$ cat src/rtl/mem_stage_lsu.sv
`timescale 1ns/1ps
// mem_stage_lsu
// Memory-access pipeline stage between EX and WB. Non-memory instructions
// pass through with one registered cycle of latency. Loads and stores run a
// request/done handshake with the memory controller (IDLE -> BUSY -> IDLE),
// with byte/half/word sizing, load sign/zero extension, store data masking
// and misalignment trapping. stall_out asks upstream to hold its inputs.
//
// Ports
//   clk_in, rst_in          clock, asynchronous active-high reset
//   rdy_in                  global ready; low freezes every register
//   in_*                    instruction from EX (rd_data doubles as address)
//   stall_out               combinational hold request to upstream
//   mem_*_out               registered request to the memory controller
//   mem_done_in/rdata_in    one-cycle completion pulse and load data
//   out_*                   registered result toward WB
module mem_stage_lsu #(
   parameter int unsigned XLEN       = 32,
   parameter int unsigned REG_ADDR_W = 5
) (
   input  logic                  clk_in,
   input  logic                  rst_in,
   input  logic                  rdy_in,
   input  logic                  in_valid,
   input  logic [REG_ADDR_W-1:0] in_rd_addr,
   input  logic [XLEN-1:0]       in_rd_data,
   input  logic                  in_write_or_not,
   input  logic [1:0]            in_mem_op,
   input  logic [2:0]            in_funct3,
   input  logic [XLEN-1:0]       in_store_data,
   output logic                  stall_out,
   output logic                  mem_req_out,
   output logic                  mem_we_out,
   output logic [XLEN-1:0]       mem_addr_out,
   output logic [1:0]            mem_size_out,
   output logic [XLEN-1:0]       mem_wdata_out,
   input  logic                  mem_done_in,
   input  logic [XLEN-1:0]       mem_rdata_in,
   output logic                  out_valid,
   output logic [REG_ADDR_W-1:0] out_rd_addr,
   output logic [XLEN-1:0]       out_rd_data,
   output logic                  out_write_or_not,
   output logic                  out_misaligned
);

   typedef enum logic {IDLE, BUSY} state_t;

   state_t state, next_state;

   logic                  is_mem;
   logic                  aligned;
   logic [1:0]            in_size;
   logic [XLEN-1:0]       wdata_masked;
   logic [XLEN-1:0]       load_ext;
   logic                  accept_alu;
   logic                  accept_mem;
   logic                  trap_mis;
   logic                  complete;

   // Request context kept for the result; out_rd_addr must not change while
   // the access is in flight.
   logic [REG_ADDR_W-1:0] lat_rd_addr;
   logic [2:0]            lat_funct3;
   logic                  lat_write;

   // Decode of the incoming instruction.
   always_comb begin
      is_mem = (in_mem_op == 2'b01) || (in_mem_op == 2'b10);

      case (in_funct3[1:0])
         2'b00:   in_size = 2'd0;
         2'b01:   in_size = 2'd1;
         default: in_size = 2'd2;
      endcase

      case (in_size)
         2'd0:    aligned = 1'b1;
         2'd1:    aligned = ~in_rd_data[0];
         default: aligned = (in_rd_data[1:0] == 2'b00);
      endcase

      case (in_size)
         2'd0:    wdata_masked = {{(XLEN-8){1'b0}},  in_store_data[7:0]};
         2'd1:    wdata_masked = {{(XLEN-16){1'b0}}, in_store_data[15:0]};
         default: wdata_masked = in_store_data;
      endcase
   end

   // Load extension uses the funct3 captured at request time.
   always_comb begin
      case (lat_funct3[1:0])
         2'b00:   load_ext = {{(XLEN-8){mem_rdata_in[7] & ~lat_funct3[2]}},
                              mem_rdata_in[7:0]};
         2'b01:   load_ext = {{(XLEN-16){mem_rdata_in[15] & ~lat_funct3[2]}},
                              mem_rdata_in[15:0]};
         default: load_ext = mem_rdata_in;
      endcase
   end

   always_ff @(posedge clk_in or posedge rst_in) begin
      if (rst_in) begin
         state <= IDLE;
      end else if (rdy_in) begin
         state <= next_state;
      end
   end

   always_comb begin
      next_state = state;
      stall_out  = 1'b0;
      accept_alu = 1'b0;
      accept_mem = 1'b0;
      trap_mis   = 1'b0;
      complete   = 1'b0;
      case (state)
         IDLE: begin
            if (in_valid) begin
               if (is_mem) begin
                  if (aligned) begin
                     accept_mem = 1'b1;
                     stall_out  = 1'b1;
                     next_state = BUSY;
                  end else begin
                     trap_mis = 1'b1;
                  end
               end else begin
                  accept_alu = 1'b1;
               end
            end
         end
         BUSY: begin
            // Releasing the stall in the done cycle lets upstream present the
            // next instruction exactly when we return to IDLE.
            stall_out = ~mem_done_in;
            if (mem_done_in) begin
               complete   = 1'b1;
               next_state = IDLE;
            end
         end
         default: next_state = IDLE;
      endcase
      if (!rdy_in) begin
         stall_out = 1'b1;
      end
   end

   always_ff @(posedge clk_in or posedge rst_in) begin
      if (rst_in) begin
         mem_req_out      <= 1'b0;
         mem_we_out       <= 1'b0;
         mem_addr_out     <= '0;
         mem_size_out     <= '0;
         mem_wdata_out    <= '0;
         out_valid        <= 1'b0;
         out_rd_addr      <= '0;
         out_rd_data      <= '0;
         out_write_or_not <= 1'b0;
         out_misaligned   <= 1'b0;
         lat_rd_addr      <= '0;
         lat_funct3       <= '0;
         lat_write        <= 1'b0;
      end else if (rdy_in) begin
         out_valid        <= 1'b0;
         out_write_or_not <= 1'b0;
         out_misaligned   <= 1'b0;

         if (accept_alu) begin
            out_valid        <= 1'b1;
            out_rd_addr      <= in_rd_addr;
            out_rd_data      <= in_rd_data;
            out_write_or_not <= in_write_or_not;
         end

         if (trap_mis) begin
            out_valid      <= 1'b1;
            out_misaligned <= 1'b1;
            out_rd_addr    <= in_rd_addr;
            out_rd_data    <= in_rd_data;
         end

         if (accept_mem) begin
            mem_req_out   <= 1'b1;
            mem_we_out    <= (in_mem_op == 2'b10);
            mem_addr_out  <= in_rd_data;
            mem_size_out  <= in_size;
            mem_wdata_out <= wdata_masked;
            lat_rd_addr   <= in_rd_addr;
            lat_funct3    <= in_funct3;
            lat_write     <= in_write_or_not;
         end

         if (complete) begin
            mem_req_out <= 1'b0;
            out_valid   <= 1'b1;
            out_rd_addr <= lat_rd_addr;
            if (mem_we_out) begin
               out_rd_data <= mem_addr_out;
            end else begin
               out_rd_data      <= load_ext;
               out_write_or_not <= lat_write;
            end
         end
      end
   end

endmodule
$ cat config.mk
export PLATFORM = sky130hd
export DESIGN_NAME = mem_stage_lsu
export DESIGN_NICKNAME = d
export VERILOG_FILES = /design/src/rtl/mem_stage_lsu.sv
export SDC_FILE = /design/constraint.sdc
export NUM_CORES = 1
export LEC_CHECK = 0
export ABC_AREA = 1
export BUFFER_PORTS_ARGS = -buffer_cell sky130_fd_sc_hd__buf_2
export CAP_MARGIN = 40
export CORE_MARGIN = 1
export CORE_UTILIZATION = 34
export CTS_CLUSTER_DIAMETER = 30
export DETAILED_ROUTE_END_ITERATION = 10
export GPL_ROUTABILITY_DRIVEN = 0
export HOLD_SLACK_MARGIN = 0.12
export PLACE_DENSITY_LB_ADDON = 0.3
export SLEW_MARGIN = 20
export SYNTH_ARGS = -nofsm -noshare
export SYNTH_HDL_FRONTEND = slang
export SYNTH_SLANG_ARGS = --single-unit
$ cat constraint.sdc
create_clock -name clk_in -period 3.84 [get_ports clk_in]
set_clock_uncertainty 0.05 [all_clocks]
set_input_delay 0.384 -clock clk_in [delete_from_list [all_inputs] [get_ports clk_in]]
set_output_delay 0.384 -clock clk_in [all_outputs]
set_load 0.01 [all_outputs]
* Word-level counts from Yosys, hierarchy flattened
Index checks and enable logic that the tools add are counted.
Storage, ports and cells: register bits 118, input port bits 112, output and inout port bits 109
Operators by class: eq/ne operators 5, mux-type cells 37, bitwise gates (word level) 6, reduce and logical (&&, ||, !) cells 10
Operator list (count):
- 32-bit two-way mux | 4
- 32-bit one-hot mux with 2 select lines | 2
- 1-bit two-way mux | 24
- 5-bit two-way mux | 3
- 2-bit by 1-bit == test with 1-bit output, second input constant | 4
- 2-bit logical NOT | 4
- 1-bit one-hot mux with 2 select lines | 3
- 2-bit AND reduction | 3
- 1-bit inverter | 4
- 2-bit one-hot mux with 2 select lines | 1
- 3-bit nonzero test | 1
- 1-bit bitwise AND | 2
- 2-bit == test, second input constant | 1
- 2-bit nonzero test | 1
- 1-bit logical OR | 1

* Depth between registers and ports, before layout
depth in word-level cells 10, mapped depth 11, depth with buffers taken out 10

* Worst setup path before layout
Ideal clock, no wire load.
path kind input port to flip-flop, start input in_mem_op[0], end register out_rd_data[10], library setup time 116 ps, arrival 1530 ps, slack 2143 ps, stages on the path 10, path through inv_1 ha_1 inv_1 nand3_1 o21ai_2 nand2_1 buf_6 buf_6 nand2_1 nand2_1
Between the ends: cells in the longest elaborated chain, start to end 7, elaborated cells between the ends (all ways) 13
RTL lines:
- from (decl) | RTL line 28 | input logic [1:0] in_mem_op,
- 2-bit by 1-bit == test with 1-bit output or 2-bit == test (tied branches) | RTL line 68 | is_mem = (in_mem_op == 2'b01) || (in_mem_op == 2'b10);
- 1-bit logical OR (*) | RTL line 68
- 1-bit two-way mux | RTL line 118 | if (is_mem) begin
- 1-bit two-way mux | RTL line 117 | if (in_valid) begin
- 1-bit two-way mux | RTL line 115 | case (state)
- 3-bit nonzero test (no line) or 32-bit two-way mux (tied branches)
- 2-bit AND reduction (no line) or 32-bit two-way mux (tied branches)
- to (signal assigned) | RTL line 170 | out_rd_data <= in_rd_data;
- to (signal assigned) | RTL line 178 | out_rd_data <= in_rd_data;
- to (signal assigned) | RTL line 197 | out_rd_data <= mem_addr_out;
- to (decl) | RTL line 41 | output logic [XLEN-1:0] out_rd_data,
Every way passes the cells marked *; elsewhere a longest branch is shown, timed or not. A chain may end at the register's enable or synchronous reset.

* Final worst setup path
start register mem_we_out, end register out_rd_data[4]
Between the ends: cells in the longest elaborated chain, start to end 2
RTL lines:
- from (decl) | RTL line 33 | output logic mem_we_out,
- from (signal assigned) | RTL line 183 | mem_we_out <= (in_mem_op == 2'b10);
- 32-bit two-way mux | RTL line 196 | if (mem_we_out) begin
- 32-bit two-way mux | RTL line 192 | if (complete) begin
- to (signal assigned) | RTL line 178
- to (signal assigned) | RTL line 197
- to (signal assigned) | RTL line 199 | out_rd_data <= load_ext;
No other way between the ends.

==> impl_metrics.toml <==
[route]
drt-wirelength-per-cell_um = 14.2
drt-pass1-iter-count = 6
drt_iter0_drc = 297
via_count = 5517
drtAntennaViolNets = 0
wl_um = 16600
viasPerCell = 4.69
route.detailed.drc = 0

[sta]
finalSetupTns_ns = 0
fin_ws_ns = 1.68
post-route-period-util_pct = 56.2
tightest_slew_ns = 0.771
rsz0062_at_grt = "no"
maxSlewHeadroom_pct = 48.5
max_freq_mhz = 463
slew_violations = 0
whs_ns = 0.144
min_period_ns = 2.16
setup_viol_count_final = 0
hold_viol_final = 0

[setup_path]
critical_path.slowest_cell = "dfrtp_2"
timing.rr.start = "mem_we_out$_DFFE_PP0P_"
worst-path-buf-inv = 1
cp-start-kind = "register"
cp-startpoint = "mem_we_out$_DFFE_PP0P_"
cp_top_family = "flip-flops"
reg2reg_slack_ns = 1.68
worstSetupPathType = "reg2reg"
cp_cell_sequence = "clkinv_1 > a21oi_1 > a21oi_1 > nand3_1 > nand2_1"
max_stage_delay_ns = 0.73
worstPathMaxFanout = 28
worstPathRequired_ns = 4.09
endpoint_kind = "register"
path_common_cell = "a21oi_1"
cp_data_arrival_time_ns = 2.41

[floorplanning]
io_pins = 221
start_util_pct = 35.0
die_w_um = 130
dieArea_sq_mm = 0.0170
die_y_um = 130
fp-row-count = 46
core_sq_mm = 0.0160

[logic_synthesis]
avgSynthCellArea_sq_um = 7.62
syn_area_sq_mm = 0.00560
synth_top_area_share_pct = 52.7
yosysWarningCount = 0
syn-instance-count = 735
syn_nets = 848
yosys-top-cells-area = "dfrtp_1, nand2_1, nand3_1, a21oi_1, o21ai_0"
ys_ff_latch = 118
ys_types = 21
ys_seq_area_share_pct = 52.7
yosysTopAreaCell = "dfrtp_1"

[hold_path]
min_from = "in_rd_data[23]"
hold_path_class = "in2reg"

[global_route]
grt_pass1_vias = 5173
antenna_found_initial = 1
use_met3_pct = 7.05
use_met2_pct = 31.7
grtUsageMet1_pct = 26.7
grt.overflow.total = 0
grt_max_degree = 60
grt_usage_pct = 20.4
grt_pass1_wl_um = 26400
grt_busiest_layer = "met2"

[clocking]
htree_num_levels = 4
postCtsSetupBuffers = 0
ctsRootBufferMaster = "clkbuf_16"
cts_tree = "built"
cts_buffers = 17
clock_sinks = 118
cts_max_path_buffers = 2
clk_latency_ns = 0.41
path_clk_slew_ns = 0.05

[placed_design]
dpl-instance-area_sq_mm = 0.00681
io_buffers = 220
dp_slack_ns = 1.31
hpwl_um = 11600

[finish]
layout_common_cells = "nand2_1, buf_2, dfrtp_1"
fin_nets = 1061
drive_gt1_share_pct = 28.0
layout_commonest_cell = "nand2_1"
final_area_sq_mm = 0.00749
synthToLayoutAreaGrowth_pct = 33.8

[flow_run]
maxCapViolations = 0

[run_status]
status = "finished clean"

[power]
cellPowerDensity_mw_per_mm2 = 653
peakVddDrop_v = 0.000291
leakage_nw = 4.26
## synth_stat cells
| library cell | number |
|---|---|
| a21oi_1 | 56 |
| a22oi_1 | 1 |
| inv_2 | 2 |
| buf_2 | 16 |
| nand3_1 | 64 |
| ha_1 | 1 |
| nand2_2 | 3 |
| nor2_2 | 1 |
| o21ai_0 | 42 |
| a31oi_1 | 1 |
| buf_6 | 8 |
| nand2_1 | 340 |
| clkinv_1 | 1 |
| clkbuf_1 | 15 |
| o21ai_2 | 1 |
| dfrtp_1 | 118 |
| nor2_4 | 1 |
| buf_1 | 2 |
| inv_1 | 42 |
| buf_4 | 3 |
| nor2_1 | 17 |
## kinds of logic after synthesis
| kind of cell | after synthesis | share of synthesized area, % |
|---|---|---|
| buffers and inverters | 89 | 7.60 |
| and+or+nand+nor | 426 | 30.3 |
| AOI/OAI and AO/OA | 101 | 9.16 |
| adders and majority gates | 1 | 0.223 |
| DFF | 118 | 52.7 |
## power by group
part | total (mW) | switching (mW) | internal (mW) | leakage [nW]
Combinational | 1.42 | 0.849 | 0.569 | 2.50
Sequential | 1.89 | 0.263 | 1.62 | 1.47
Clock | 1.59 | 0.542 | 1.05 | 0.288
Total | 4.89 | 1.65 | 3.24 | 4.26
## state kept, by name, indices dropped and copies added (netlist names), 2 cells and up
register       flops
mem_addr_out      32
mem_wdata_out     32
out_rd_data       32
lat_rd_addr        5
out_rd_addr        5
lat_funct3         3
mem_size_out       2
## timing repair
item	CTS	global route
hold buffers	7	0
hold endpoints to repair	63	0
resized for setup	0	0
## per-layer routing
layer  vias to the layer above  routed length [um]
met3                        19                1480
met2                       213                7400
met4                         0                 210
li1                       2739                   -
met1                      2546                7550
met5                         -                   0
## final timing paths
kind,to,cells past startpoint
min in group asynchronous,out_rd_data[26]$_DFFE_PP0P_,3
max reg2reg,out_rd_data[4]$_DFFE_PP0P_,5
min reg2reg,out_rd_data[5]$_DFFE_PP0P_,2
min,mem_addr_out[23]$_DFFE_PP0P_,3
max,out_rd_data[4]$_DFFE_PP0P_,5
max in group asynchronous,mem_we_out$_DFFE_PP0P_,5
## metrics by stage
step | power (mW) | util, % | cells
global placement | 3.30 | 42.4 | 1135
CTS | 4.94 | 46.7 | 1173
detailed placement | 3.33 | 42.6 | 1137
global route | 5.25 | 46.8 | 1174
finish | 4.89 | 46.8 | 1176
floorplan | 2.70 | - | 735
## area by class of cell
class                   count  area [sq um]
well taps                 216           270
repair buffers            238          1280
multi-input cells         528          2220
fillers                  1630          8510
flip-flops and latches    118          2950
diodes                      2          5.00
clock inverters             3          65.1
clock buffers              26           519
inverters                  45           171
## tightest hold or removal path, cell delays in order
cell and delay [ns]:
buf_2 0.09, nand2_1 0.04, o21ai_0 0.05
No activity file was read; power rests on OpenSTA's default activity.
